==> config.mk <==
export PLATFORM = sky130hd
export DESIGN_NAME = mem_arbiter_flat
export DESIGN_NICKNAME = d
export VERILOG_FILES = /design/src/rtl/mem_arbiter_if.sv /design/src/rtl/mem_arbiter.sv /design/src/flat_wrapper.sv
export SDC_FILE = /design/constraint.sdc
export NUM_CORES = 1
export LEC_CHECK = 0
export BUFFER_PORTS_ARGS = -buffer_cell sky130_fd_sc_hd__clkbuf_2
export CAP_MARGIN = 20
export CORE_MARGIN = 5
export CORE_UTILIZATION = 38
export DETAILED_ROUTE_END_ITERATION = 16
export GPL_TIMING_DRIVEN = 0
export PLACE_DENSITY = 0.77
export REMOVE_ABC_BUFFERS = 1
export SYNTH_ARGS = -nofsm -noshare
export SYNTH_HDL_FRONTEND = slang
export SYNTH_SLANG_ARGS = --single-unit
==> constraint.sdc <==
create_clock -name clk -period 1.3 [get_ports clk]
set_clock_uncertainty 0.1 [all_clocks]
set_input_delay 0.195 -clock clk [delete_from_list [all_inputs] [get_ports clk]]
set_output_delay 0.195 -clock clk [all_outputs]
set_load 0.05 [all_outputs]
==> src/rtl/mem_arbiter_if.sv <==
// Bundle of requester-side and downstream-bus signals for the memory arbiter.
// Combinational wiring only; no latency of its own.
// Handshake is req/addr_ok then data_ok; the arbiter holds the bus until addr_ok.
interface mem_arbiter_if #(
  parameter int ADDR_W = 32
);
  // Instruction requester (read-only, word sized)
  logic              inst_req;
  logic [ADDR_W-1:0] inst_addr;
  logic              inst_addr_ok;
  logic              inst_data_ok;
  logic [31:0]       inst_rdata;

  // Data requester (loads and stores)
  logic              data_req;
  logic              data_wr;
  logic [1:0]        data_size;
  logic [ADDR_W-1:0] data_addr;
  logic [31:0]       data_wdata;
  logic              data_addr_ok;
  logic              data_data_ok;
  logic [31:0]       data_rdata;

  // Shared downstream bus
  logic              m_req;
  logic              m_wr;
  logic [1:0]        m_size;
  logic [ADDR_W-1:0] m_addr;
  logic [31:0]       m_wdata;
  logic              m_addr_ok;
  logic              m_data_ok;
  logic [31:0]       m_rdata;

  logic              busy;

  // Arbiter view: serves both requesters and masters the downstream bus.
  modport master (
    input  inst_req, inst_addr,
    output inst_addr_ok, inst_data_ok, inst_rdata,
    input  data_req, data_wr, data_size, data_addr, data_wdata,
    output data_addr_ok, data_data_ok, data_rdata,
    output m_req, m_wr, m_size, m_addr, m_wdata,
    input  m_addr_ok, m_data_ok, m_rdata,
    output busy
  );

  // Environment view: the two requesters plus the downstream memory slave.
  modport slave (
    output inst_req, inst_addr,
    input  inst_addr_ok, inst_data_ok, inst_rdata,
    output data_req, data_wr, data_size, data_addr, data_wdata,
    input  data_addr_ok, data_data_ok, data_rdata,
    input  m_req, m_wr, m_size, m_addr, m_wdata,
    output m_addr_ok, m_data_ok, m_rdata,
    input  busy
  );
endinterface

==> src/rtl/mem_arbiter.sv <==
// Two-requester memory arbiter (data over instruction) onto one in-order bus.
// Request seen in IDLE at T drives m_req at T+1; zero-wait slave gives data_ok at T+2.
// Only one transaction outstanding; requests wait until the bus returns to IDLE.
module mem_arbiter #(
  parameter int ADDR_W = 32
) (
  input logic         clk,
  input logic         rst,
  mem_arbiter_if.master bus
);

  typedef enum logic [1:0] {IDLE, ADDR, DATA} state_t;
  typedef enum logic {OWN_INST, OWN_DATA} owner_t;

  state_t            state;
  owner_t            owner;
  logic              regWr;
  logic [1:0]        regSize;
  logic [ADDR_W-1:0] regAddr;
  logic [31:0]       regWdata;

  logic inAddr;
  logic inData;
  logic addrHs;
  logic dataHs;

  // Grant in IDLE (data first), capture the winner's request, then walk the address and data phases.
  always_ff @(posedge clk) begin
    if (!rst) begin
      state    <= IDLE;
      owner    <= OWN_INST;
      regWr    <= 1'b0;
      regSize  <= 2'd0;
      regAddr  <= '0;
      regWdata <= 32'd0;
    end else begin
      case (state)
        IDLE: begin
          if (bus.data_req) begin
            owner    <= OWN_DATA;
            regWr    <= bus.data_wr;
            regSize  <= bus.data_size;
            regAddr  <= bus.data_addr;
            regWdata <= bus.data_wdata;
            state    <= ADDR;
          end else if (bus.inst_req) begin
            // Fetches are always word reads with no store data.
            owner    <= OWN_INST;
            regWr    <= 1'b0;
            regSize  <= 2'd2;
            regAddr  <= bus.inst_addr;
            regWdata <= 32'd0;
            state    <= ADDR;
          end
        end
        ADDR: if (bus.m_addr_ok) state <= DATA;
        DATA: if (bus.m_data_ok) state <= IDLE;
        default: state <= IDLE;
      endcase
    end
  end

  // Bus and response outputs; everything is forced quiet while reset is held.
  always_comb begin
    inAddr = rst && (state == ADDR);
    inData = rst && (state == DATA);
    addrHs = inAddr && bus.m_addr_ok;
    dataHs = inData && bus.m_data_ok;

    bus.m_req   = inAddr;
    bus.m_wr    = inAddr && regWr;
    bus.m_size  = inAddr ? regSize  : 2'd0;
    bus.m_addr  = inAddr ? regAddr  : '0;
    bus.m_wdata = inAddr ? regWdata : 32'd0;

    bus.inst_addr_ok = addrHs && (owner == OWN_INST);
    bus.data_addr_ok = addrHs && (owner == OWN_DATA);
    bus.inst_data_ok = dataHs && (owner == OWN_INST);
    bus.data_data_ok = dataHs && (owner == OWN_DATA);
    bus.inst_rdata   = (dataHs && (owner == OWN_INST)) ? bus.m_rdata : 32'd0;
    bus.data_rdata   = (dataHs && (owner == OWN_DATA)) ? bus.m_rdata : 32'd0;

    bus.busy = rst && (state != IDLE);
  end

endmodule

==> src/flat_wrapper.sv <==
// flat-port wrapper written by rule: the top's interface ports become plain ports
module mem_arbiter_flat 
#(
  parameter int ADDR_W = 32
)
  (clk, rst, bus_inst_req, bus_inst_addr, bus_inst_addr_ok, bus_inst_data_ok, bus_inst_rdata, bus_data_req, bus_data_wr, bus_data_size, bus_data_addr, bus_data_wdata, bus_data_addr_ok, bus_data_data_ok, bus_data_rdata, bus_m_req, bus_m_wr, bus_m_size, bus_m_addr, bus_m_wdata, bus_m_addr_ok, bus_m_data_ok, bus_m_rdata, bus_busy);
  mem_arbiter_if #(.ADDR_W(ADDR_W)) bus_i ();
  input logic clk;
  input logic rst;
  input wire logic [$bits(bus_i.inst_req)-1:0] bus_inst_req;
  input wire logic [$bits(bus_i.inst_addr)-1:0] bus_inst_addr;
  output wire logic [$bits(bus_i.inst_addr_ok)-1:0] bus_inst_addr_ok;
  output wire logic [$bits(bus_i.inst_data_ok)-1:0] bus_inst_data_ok;
  output wire logic [$bits(bus_i.inst_rdata)-1:0] bus_inst_rdata;
  input wire logic [$bits(bus_i.data_req)-1:0] bus_data_req;
  input wire logic [$bits(bus_i.data_wr)-1:0] bus_data_wr;
  input wire logic [$bits(bus_i.data_size)-1:0] bus_data_size;
  input wire logic [$bits(bus_i.data_addr)-1:0] bus_data_addr;
  input wire logic [$bits(bus_i.data_wdata)-1:0] bus_data_wdata;
  output wire logic [$bits(bus_i.data_addr_ok)-1:0] bus_data_addr_ok;
  output wire logic [$bits(bus_i.data_data_ok)-1:0] bus_data_data_ok;
  output wire logic [$bits(bus_i.data_rdata)-1:0] bus_data_rdata;
  output wire logic [$bits(bus_i.m_req)-1:0] bus_m_req;
  output wire logic [$bits(bus_i.m_wr)-1:0] bus_m_wr;
  output wire logic [$bits(bus_i.m_size)-1:0] bus_m_size;
  output wire logic [$bits(bus_i.m_addr)-1:0] bus_m_addr;
  output wire logic [$bits(bus_i.m_wdata)-1:0] bus_m_wdata;
  input wire logic [$bits(bus_i.m_addr_ok)-1:0] bus_m_addr_ok;
  input wire logic [$bits(bus_i.m_data_ok)-1:0] bus_m_data_ok;
  input wire logic [$bits(bus_i.m_rdata)-1:0] bus_m_rdata;
  output wire logic [$bits(bus_i.busy)-1:0] bus_busy;
  assign bus_i.inst_req = bus_inst_req;
  assign bus_i.inst_addr = bus_inst_addr;
  assign bus_inst_addr_ok = bus_i.inst_addr_ok;
  assign bus_inst_data_ok = bus_i.inst_data_ok;
  assign bus_inst_rdata = bus_i.inst_rdata;
  assign bus_i.data_req = bus_data_req;
  assign bus_i.data_wr = bus_data_wr;
  assign bus_i.data_size = bus_data_size;
  assign bus_i.data_addr = bus_data_addr;
  assign bus_i.data_wdata = bus_data_wdata;
  assign bus_data_addr_ok = bus_i.data_addr_ok;
  assign bus_data_data_ok = bus_i.data_data_ok;
  assign bus_data_rdata = bus_i.data_rdata;
  assign bus_m_req = bus_i.m_req;
  assign bus_m_wr = bus_i.m_wr;
  assign bus_m_size = bus_i.m_size;
  assign bus_m_addr = bus_i.m_addr;
  assign bus_m_wdata = bus_i.m_wdata;
  assign bus_i.m_addr_ok = bus_m_addr_ok;
  assign bus_i.m_data_ok = bus_m_data_ok;
  assign bus_i.m_rdata = bus_m_rdata;
  assign bus_busy = bus_i.busy;
  mem_arbiter #(.ADDR_W(ADDR_W)) u_core (.clk(clk), .rst(rst), .bus(bus_i));
endmodule
==> flow_summary.ini, run 1 <==
[worst_hold_path]
hold_class = in2reg

[clocking]
cts.sinks = 70
numCtsBuffers = 9
cts-htree-levels = 3
cts_tree = yes
insertion_delay_ns = 0.35
clk_path_buf_depth = 2
clk_pin_slew_ns = 0.08
root_buffer = clkbuf_8

[outcome]
violations = negative setup slack
status = finished, violations left

[timing]
max_slew_margin = 0.0457
timing.fmax_mhz = 383
slew_viol_final = 0
tightest_slew_ns = 1.42
timing.final.crit_share = 2.01
tns_ns = -130.33
setup_viol = 206
post-route-min-period_ns = 2.61
grt_setup_unrepaired = true
hold_viol = 0
setup_ws_ns = -1.31

[floorplan]
die_area_sq_um = 12900
die_w_microns = 113
rows = 37
initial_core_util = 0.392
coreArea_sq_um = 10400
io_pins = 274
die_h_microns = 113

[layout]
drive_above_1_share = 0.651
final_nets = 944
area.sequential_sq_um = 1410
syn_to_final_growth_pct = 130
nFillCells = 369
multi_input_area_sq_um = 2930
fin_area_sq_um = 9360

[critical_path]
cpLargestDelayFamily = compound AO/OA/AOI/OAI gates
required_ns = 1.39
start_kind = flop
worst_setup_path_end_kind = flop
cpPeakStageDelay_ns = 1.11
cp.arrival_ns = 2.70
path_max_fanout = 28
path_cells = or2_1, buf_16, o21ai_0, a21boi_2
path_buf_inv = 1
crit_slowest_cell = o21ai_0
crit_type = reg2reg

[logic_synthesis]
yosysSeqAreaShare = 0.345
syn_inst = 471
ys_types = 27
synth_seq_cells = 70
avgSynthCellArea_sq_um = 8.63
ys.warnings.count = 0
netlist_area_sq_um = 4060

[power]
vdd_drop_max_v = 0.000827
power_density_nw_per_um2 = 767
p_total_w = 0.00718
power.leakage_nw = 4.54

[drt]
vias = 5925
routedWlPerCell_microns = 32.4
via_per_inst = 6.24
drc = 0
drtAntennaViolNets = 0
dr.pass1.iters = 7
drt_wl_total_microns = 30800
drt_iter0_drc = 655

[placed_design]
dp_hpwl_microns = 10800
gp_congestion = 0.933
port_buffers = 273
post_dp_cell_area_sq_um = 5480

[global_routing]
grt_max_degree = 51
grt_pass1_wl_microns = 34100
overflow = 0
grt_pass1_vias = 5609
antenna_found_initial = 4
gr-usage-all-layers = 0.348

[run]
maxCapViolCount = 0
-- kinds of logic after synthesis --
kind of cell | after synthesis | synth area share
buffers and inverters | 48 | 0.0696
flip-flops | 70 | 0.345
AO/OA/AOI/OAI | 104 | 0.191
AND/OR/NAND/NOR | 217 | 0.316
multiplexers | 32 | 0.0788
-- placed cells by master (no fill, tap or decap), drive strengths merged, types with 2 or more instances in the layout --
cell,synthesis,final
mux2i,32,32
diode,0,3
nor2,9,13
nor3b,2,2
nand2,37,37
o211a,32,32
a21boi,35,35
or2,2,2
and2,132,132
dlygate4sd3,0,34
bufinv,0,3
nand3,32,32
buf,27,140
dfxtp,70,70
clkbuf,20,204
clkinvlp,0,2
o21ai,35,35
-- where the power goes --
group	internal [W]	total (W)	leakage [nW]	switching, W
combinational	0.00114	0.00240	3.84	0.00126
sequential	0.00233	0.00249	0.579	0.000158
clock	0.00133	0.00228	0.119	0.000958
total	0.00480	0.00718	4.54	0.00238
-- path summary, 6_finish.rpt --
kind / from / slack (ns) / depth (start not counted) / to
worst min-delay path: bus_data_size[1] / 0.06 / 2 / u_core.regSize[1]$_SDFFE_PN0P_
worst max-delay path: u_core.state[1]$_SDFFE_PN0P_ / -1.31 / 4 / u_core.regWdata[24]$_SDFFE_PN0P_
worst max register to register: u_core.state[1]$_SDFFE_PN0P_ / -1.31 / 4 / u_core.regWdata[24]$_SDFFE_PN0P_
worst min register to register: u_core.regWdata[0]$_SDFFE_PN0P_ / 0.38 / 2 / u_core.regWdata[0]$_SDFFE_PN0P_
-- synth_stat cells --
cell        n  area (sq um)
clkbuf_2    6          30.0
and2_4      7          61.3
o221a_2     1          11.3
nand4b_1    1          8.76
inv_1       1          3.75
or2_1       2          12.5
nor3b_4     1          18.8
and3b_1     1          8.76
o21ai_0    35           175
and4bb_2    1          12.5
nor3b_1     1          7.51
a21boi_1   31           233
dfxtp_1    70          1400
a21boi_0    4          30.0
o211a_1    32           320
clkbuf_1   14          52.6
mux2i_1    32           320
nand3_1    32           160
nor2_1      5          18.8
nand2_1    37           139
buf_6       9           101
o21a_1      1          7.51
and2_1    125           782
buf_2      16          80.1
buf_4       2          15.0
nor2_8      2          40.0
nor2_2      2          12.5
-- stage by stage --
| stage | hold slack [ns] | setup WS [ns] | instances | utilization |
|---|---|---|---|---|
| 2_1_floorplan | 0.213 | -1.56 | 424 | - |
| 3_3_place_gp | 0.318 | -2.56 | 833 | 0.513 |
| 3_5_place_dp | 0.328 | -1.25 | 840 | 0.529 |
| 4_1_cts | 0.00306 | -0.731 | 927 | 0.820 |
| 5_1_grt | 0.0373 | -1.12 | 949 | 0.902 |
| 6_report | 0.0615 | -1.31 | 950 | 0.903 |
-- what timing repair did --
| item | in CTS | in global routing |
|---|---|---|
| pin swaps | 26 | 53 |
| resized for setup | 389 | 253 |
| cloned | 11 | 7 |
| endpoints found under the hold margin | 34 | 0 |
| hold buffers | 34 | 0 |
| buffers inserted | 27 | 15 |
| setup endpoints to repair | 206 | 206 |
-- sequential cells by signal, summed over array words and instances (netlist names) --
name and cells:
u_core.regAddr 32, u_core.regWdata 32, u_core.owner 1, u_core.regSize 2, u_core.state 2, u_core.regWr 1
-- layout make-up --
cell class,count,share of cell area
Sequential cell,70,0.151
Antenna cell,3,0.000802
Tap cell,136,0.0182
Inverter,1,0.000802
Clock buffer,10,0.0147
Timing Repair Buffer,368,0.490
Clock inverter,5,0.0114
Multi-Input combinational cell,357,0.313
-- metal layers --
| metal | GRT usage | vias up | part of all wire |
|---|---|---|---|
| met3 | 0.0711 | 239 | 0.12 |
| met4 | 0.244 | 4 | 0.096 |
| li1 | - | 2276 | - |
| met5 | 0 | - | 0.0011 |
| met1 | 0.374 | 2788 | 0.32 |
| met2 | 0.609 | 618 | 0.46 |
Note: power is estimated with default switching activity, not from simulation.
==> inputs of run 2 (changes only) <==
--- a/config.mk
+++ b/config.mk
@@ -13,6 +13,7 @@
 export GPL_TIMING_DRIVEN = 0
 export PLACE_DENSITY = 0.77
 export REMOVE_ABC_BUFFERS = 1
+export SKIP_CTS_REPAIR_TIMING = 1
 export SYNTH_ARGS = -nofsm -noshare
 export SYNTH_HDL_FRONTEND = slang
 export SYNTH_SLANG_ARGS = --single-unit
==> flow_summary.ini, run 2 (synthesis results as in run 1) <==
[global_routing]
grt_pass1_wl_microns = 21300
grt_pass1_vias = 4122
overflow = 0
antenna_found_initial = 1
grt_max_degree = 55
gr-usage-all-layers = 0.206

[critical_path]
worst_setup_path_end_kind = output port
crit_type = reg2out
cp.arrival_ns = 1.97
path_max_fanout = 15
start_kind = flop
required_ns = 1.00

[floorplan]
die_w_microns = 113
io_pins = 274
coreArea_sq_um = 10400
initial_core_util = 0.392
die_h_microns = 113
die_area_sq_um = 12900
rows = 37

[clocking]
numCtsBuffers = 9
cts-htree-levels = 3
clk_path_buf_depth = 2
insertion_delay_ns = 0.35
cts_tree = yes
clk_pin_slew_ns = 0.08
cts.sinks = 70
root_buffer = clkbuf_8

[layout]
finish.utilization = 0.777
top_regs = u_core.regAddr: 32 flops, u_core.regWdata: 32 flops
layout_commonest_cell = clkbuf_2
final_nets = 930
drive_above_1_share = 0.550
syn_to_final_growth_pct = 98.2
nFillCells = 614
mostFrequentLayoutCells = clkbuf_2, buf_6, and2_4

[placed_design]
port_buffers = 273
gp_congestion = 0.933
dp_hpwl_microns = 10800

[drt]
drt_wl_total_microns = 22100
vias = 5265
drt_iter0_drc = 359
dr.pass1.iters = 5
drc = 0
drtAntennaViolNets = 0
routedWlPerCell_microns = 23.7
via_per_inst = 5.64

[run]
maxCapViolCount = 0

[power]
p_sw_frac = 0.310
p_switching_w = 0.00208
power_frac_clock = 0.332
vdd_drop_max_v = 0.000803
power_density_nw_per_um2 = 835
power_frac_seq = 0.366
intPower_w = 0.00464
power.leakage_nw = 4.05
p_comb_frac = 0.302

[outcome]
violations = negative hold slack, negative setup slack
status = finished, violations left

[timing]
hold_viol = 1
whs_ns = -0.00509
setup_ws_ns = -0.964
grt_setup_unrepaired = true
post-route-min-period_ns = 2.26
setup_viol = 205
slew_viol_final = 0
timing.fmax_mhz = 442
max_slew_margin = 0.673
timing.final.crit_share = 1.74
tightest_slew_ns = 0.491

[worst_hold_path]
hold_class = in2reg
[run 2: changes by cell type in the layout (fill, tap and decap cells not counted), moves of 7 or more]
cell,delta
a21boi_1,+14
nand2_1,+12
buf_12,-7
nand2_4,-8
and2_1,+48
and2_4,-48
buf_6,+55
clkbuf_16,-50
a21boi_2,-16
buf_8,-11
[run 2: power groups by stage]
stage          logic [W]  registers (W)  clock network [W]
6_report         0.00203        0.00246            0.00223
5_1_grt          0.00213        0.00248            0.00234
4_1_cts          0.00133        0.00243            0.00223
3_5_place_dp     0.00132        0.00247                  0
3_3_place_gp     0.00121        0.00246                  0
2_1_floorplan   0.000751        0.00245                  0
[run 2: path summary, 6_finish.rpt]
kind,end,startpoint,slack [ns],cells after the start
worst min-delay path,u_core.regWdata[6]$_SDFFE_PN0P_,bus_data_wdata[6],-0.005,3
worst min register to register,u_core.regWdata[10]$_SDFFE_PN0P_,u_core.regWdata[10]$_SDFFE_PN0P_,0.38,2
worst max-delay path,bus_inst_rdata[16],u_core.state[0]$_SDFFE_PN0P_,-0.96,6
worst max register to register,u_core.regAddr[15]$_SDFFE_PN0P_,u_core.state[0]$_SDFFE_PN0P_,-0.41,5
[run 2: area by class of cell]
cell class	instances	area [sq um]	share of cell area
repair buffers	352	3520	0.437
multi-input cells	359	2700	0.335
flip-flops and latches	70	1410	0.175
well taps	136	170	0.0211
clock buffers	10	138	0.0171
clock inverters	5	106	0.0132
inverters	1	3.75	0.000466
diodes	1	2.50	0.000311
[run 2: metrics by stage]
| stage | instances | TNS, ns | total power [W] | area (sq um) | setup WS [ns] |
|---|---|---|---|---|---|
| after CTS | 855 | -185.24 | 0.00599 | 5730 | -1.28 |
| after global routing | 934 | -134.39 | 0.00694 | 8060 | -1.01 |
| final | 934 | -126.87 | 0.00672 | 8060 | -0.964 |
| after detailed placement | 840 | -195.83 | 0.00380 | 5480 | -1.25 |
| after global placement | 833 | -381.77 | 0.00368 | 5320 | -2.56 |
| after floorplan | 424 | -179.42 | 0.00320 | 3780 | -1.56 |
[run 2: worst max-delay path, cell delays in order (launching register included)]
cell and delay (ns):
dfxtp_4 0.37, nand4b_1 0.35, buf_6 0.26, nor2_4 0.13, buf_12 0.16, and2_1 0.17
buf_6 0.17
[run 2: per-layer routing]
metal	track usage	vias to the layer above	share of wire
met2	0.372	390	0.51
met3	0.0440	126	0.083
li1	-	2253	-
met5	0	-	0
met1	0.229	2496	0.34
met4	0.0946	0	0.068
==> inputs of run 3 (changes only) <==
--- a/config.mk
+++ b/config.mk
@@ -13,6 +13,7 @@
 export GPL_TIMING_DRIVEN = 0
 export PLACE_DENSITY = 0.77
 export REMOVE_ABC_BUFFERS = 1
+export SETUP_SLACK_MARGIN = 0.4
 export SKIP_CTS_REPAIR_TIMING = 1
 export SYNTH_ARGS = -nofsm -noshare
 export SYNTH_HDL_FRONTEND = slang
==> flow_summary.ini, run 3 (synthesis results as in run 1) <==
[global_routing]
grt_pass1_vias = 4122
overflow = 0
antenna_found_initial = 1
grt_max_degree = 55
grt_pass1_wl_microns = 21300
gr-usage-all-layers = 0.206

[critical_path]
path_buf_inv = 3
worst_path_most_repeated_cell = buf_6
path_max_fanout = 15
worst_setup_path_end_kind = output port
crit_type = reg2out
start_kind = flop
path_cells = nand4b_1, buf_6, nor2_4, buf_12, and2_1, buf_6
cpLargestDelayFamily = simple AND/OR/NAND/NOR gates
crit_slowest_cell = dfxtp_4
required_ns = 1.00
cpPeakStageDelay_ns = 0.37
cp.arrival_ns = 2.08

[drt]
dr.pass1.iters = 5
via_per_inst = 5.73
drt_iter0_drc = 390
vias = 5354
drtAntennaViolNets = 0
drt_wl_total_microns = 23200
routedWlPerCell_microns = 24.8
drc = 0

[power]
power_frac_clock = 0.327
power_density_nw_per_um2 = 824
p_switching_w = 0.00214
vdd_drop_max_v = 0.000728
p_total_w = 0.00681
p_sw_frac = 0.313
power.leakage_nw = 4.15
intPower_w = 0.00468
power_frac_seq = 0.362
p_comb_frac = 0.312

[clocking]
clk_path_buf_depth = 2
root_buffer = clkbuf_8
numCtsBuffers = 9
cts-htree-levels = 3
insertion_delay_ns = 0.36
clk_pin_slew_ns = 0.08
cts_tree = yes
cts.sinks = 70

[timing]
setup_ws_ns = -1.07
max_slew_margin = 0.672
timing.fmax_mhz = 422
timing.final.crit_share = 1.82
tightest_slew_ns = 0.491
whs_ns = -0.00620
hold_viol = 2
setup_viol = 205
post-route-min-period_ns = 2.37
tns_ns = -133.98
slew_viol_final = 0
grt_setup_unrepaired = true

[layout]
syn_to_final_growth_pct = 103
stdcell_count = 935
layout_commonest_cell = clkbuf_2
final_nets = 931
top_regs = u_core.regAddr: 32 flops, u_core.regWdata: 32 flops
mostFrequentLayoutCells = clkbuf_2, and2_4, buf_8
drive_above_1_share = 0.585

[placed_design]
dp.cells = 840
dp_hpwl_microns = 10800
gp_congestion = 0.933
port_buffers = 273
post-place-ws_ns = -1.25

[floorplan]
die_w_microns = 113
die_area_sq_um = 12900
die_h_microns = 113
coreArea_sq_um = 10400
io_pins = 274
rows = 37
initial_core_util = 0.392

[worst_hold_path]
hold_class = in2reg

[outcome]
violations = negative hold slack, negative setup slack
status = finished, violations left

[run]
maxCapViolCount = 0
## run 3: changes by cell type in the layout (fill, tap and decap cells not counted), sizes merged
| cell | previous run | this run |
|---|---|---|
| dlygate4sd3 | 33 | 32 |
| buf | 174 | 176 |
## run 3: final timing paths
kind | startpoint | cells after the start | endpoint | slack (ns)
max reg2reg | u_core.state[1]$_SDFFE_PN0P_ | 8 | u_core.regWdata[22]$_SDFFE_PN0P_ | -0.50
max | u_core.state[0]$_SDFFE_PN0P_ | 6 | bus_inst_rdata[8] | -1.07
min reg2reg | u_core.regWdata[13]$_SDFFE_PN0P_ | 2 | u_core.regWdata[13]$_SDFFE_PN0P_ | 0.38
min | bus_data_wdata[13] | 3 | u_core.regWdata[13]$_SDFFE_PN0P_ | -0.006
## run 3: cell type report
class | count | area, sq um
clock buffers | 10 | 138
well taps | 136 | 170
multi-input cells | 359 | 2820
diodes | 1 | 2.50
repair buffers | 353 | 3620
fillers | 572 | 2100
clock inverters | 5 | 106
inverters | 1 | 3.75
flip-flops and latches | 70 | 1410
## run 3: per-stage QoR
step                      instance area (sq um)  utilization
after floorplan                            3780            -
after global placement                     5320        0.513
after detailed placement                   5480        0.529
after CTS                                  5730        0.552
after global routing                       8270        0.797
final                                      8270        0.797
## run 3: layer usage
metal / track usage / wire, microns / up-vias
li1: - / - / 2251
met1: 0.229 / 7870 / 2551
met2: 0.372 / 11700 / 426
met3: 0.0440 / 1880 / 126
met4: 0.0946 / 1700 / 0
met5: 0 / 0 / -
## run 3: worst min-delay path, stage by stage
cell and delay (ns):
clkbuf_2 0.10, nand2_4 0.06, a21boi_1 0.05
## run 3: power by group through the flow
stage                     clock network [W]  logic (W)  registers, W
after floorplan                           0   0.000751       0.00245
after global placement                    0    0.00121       0.00246
after detailed placement                  0    0.00132       0.00247
after CTS                           0.00223    0.00133       0.00243
after global routing                0.00236    0.00221       0.00248
final                               0.00223    0.00212       0.00246
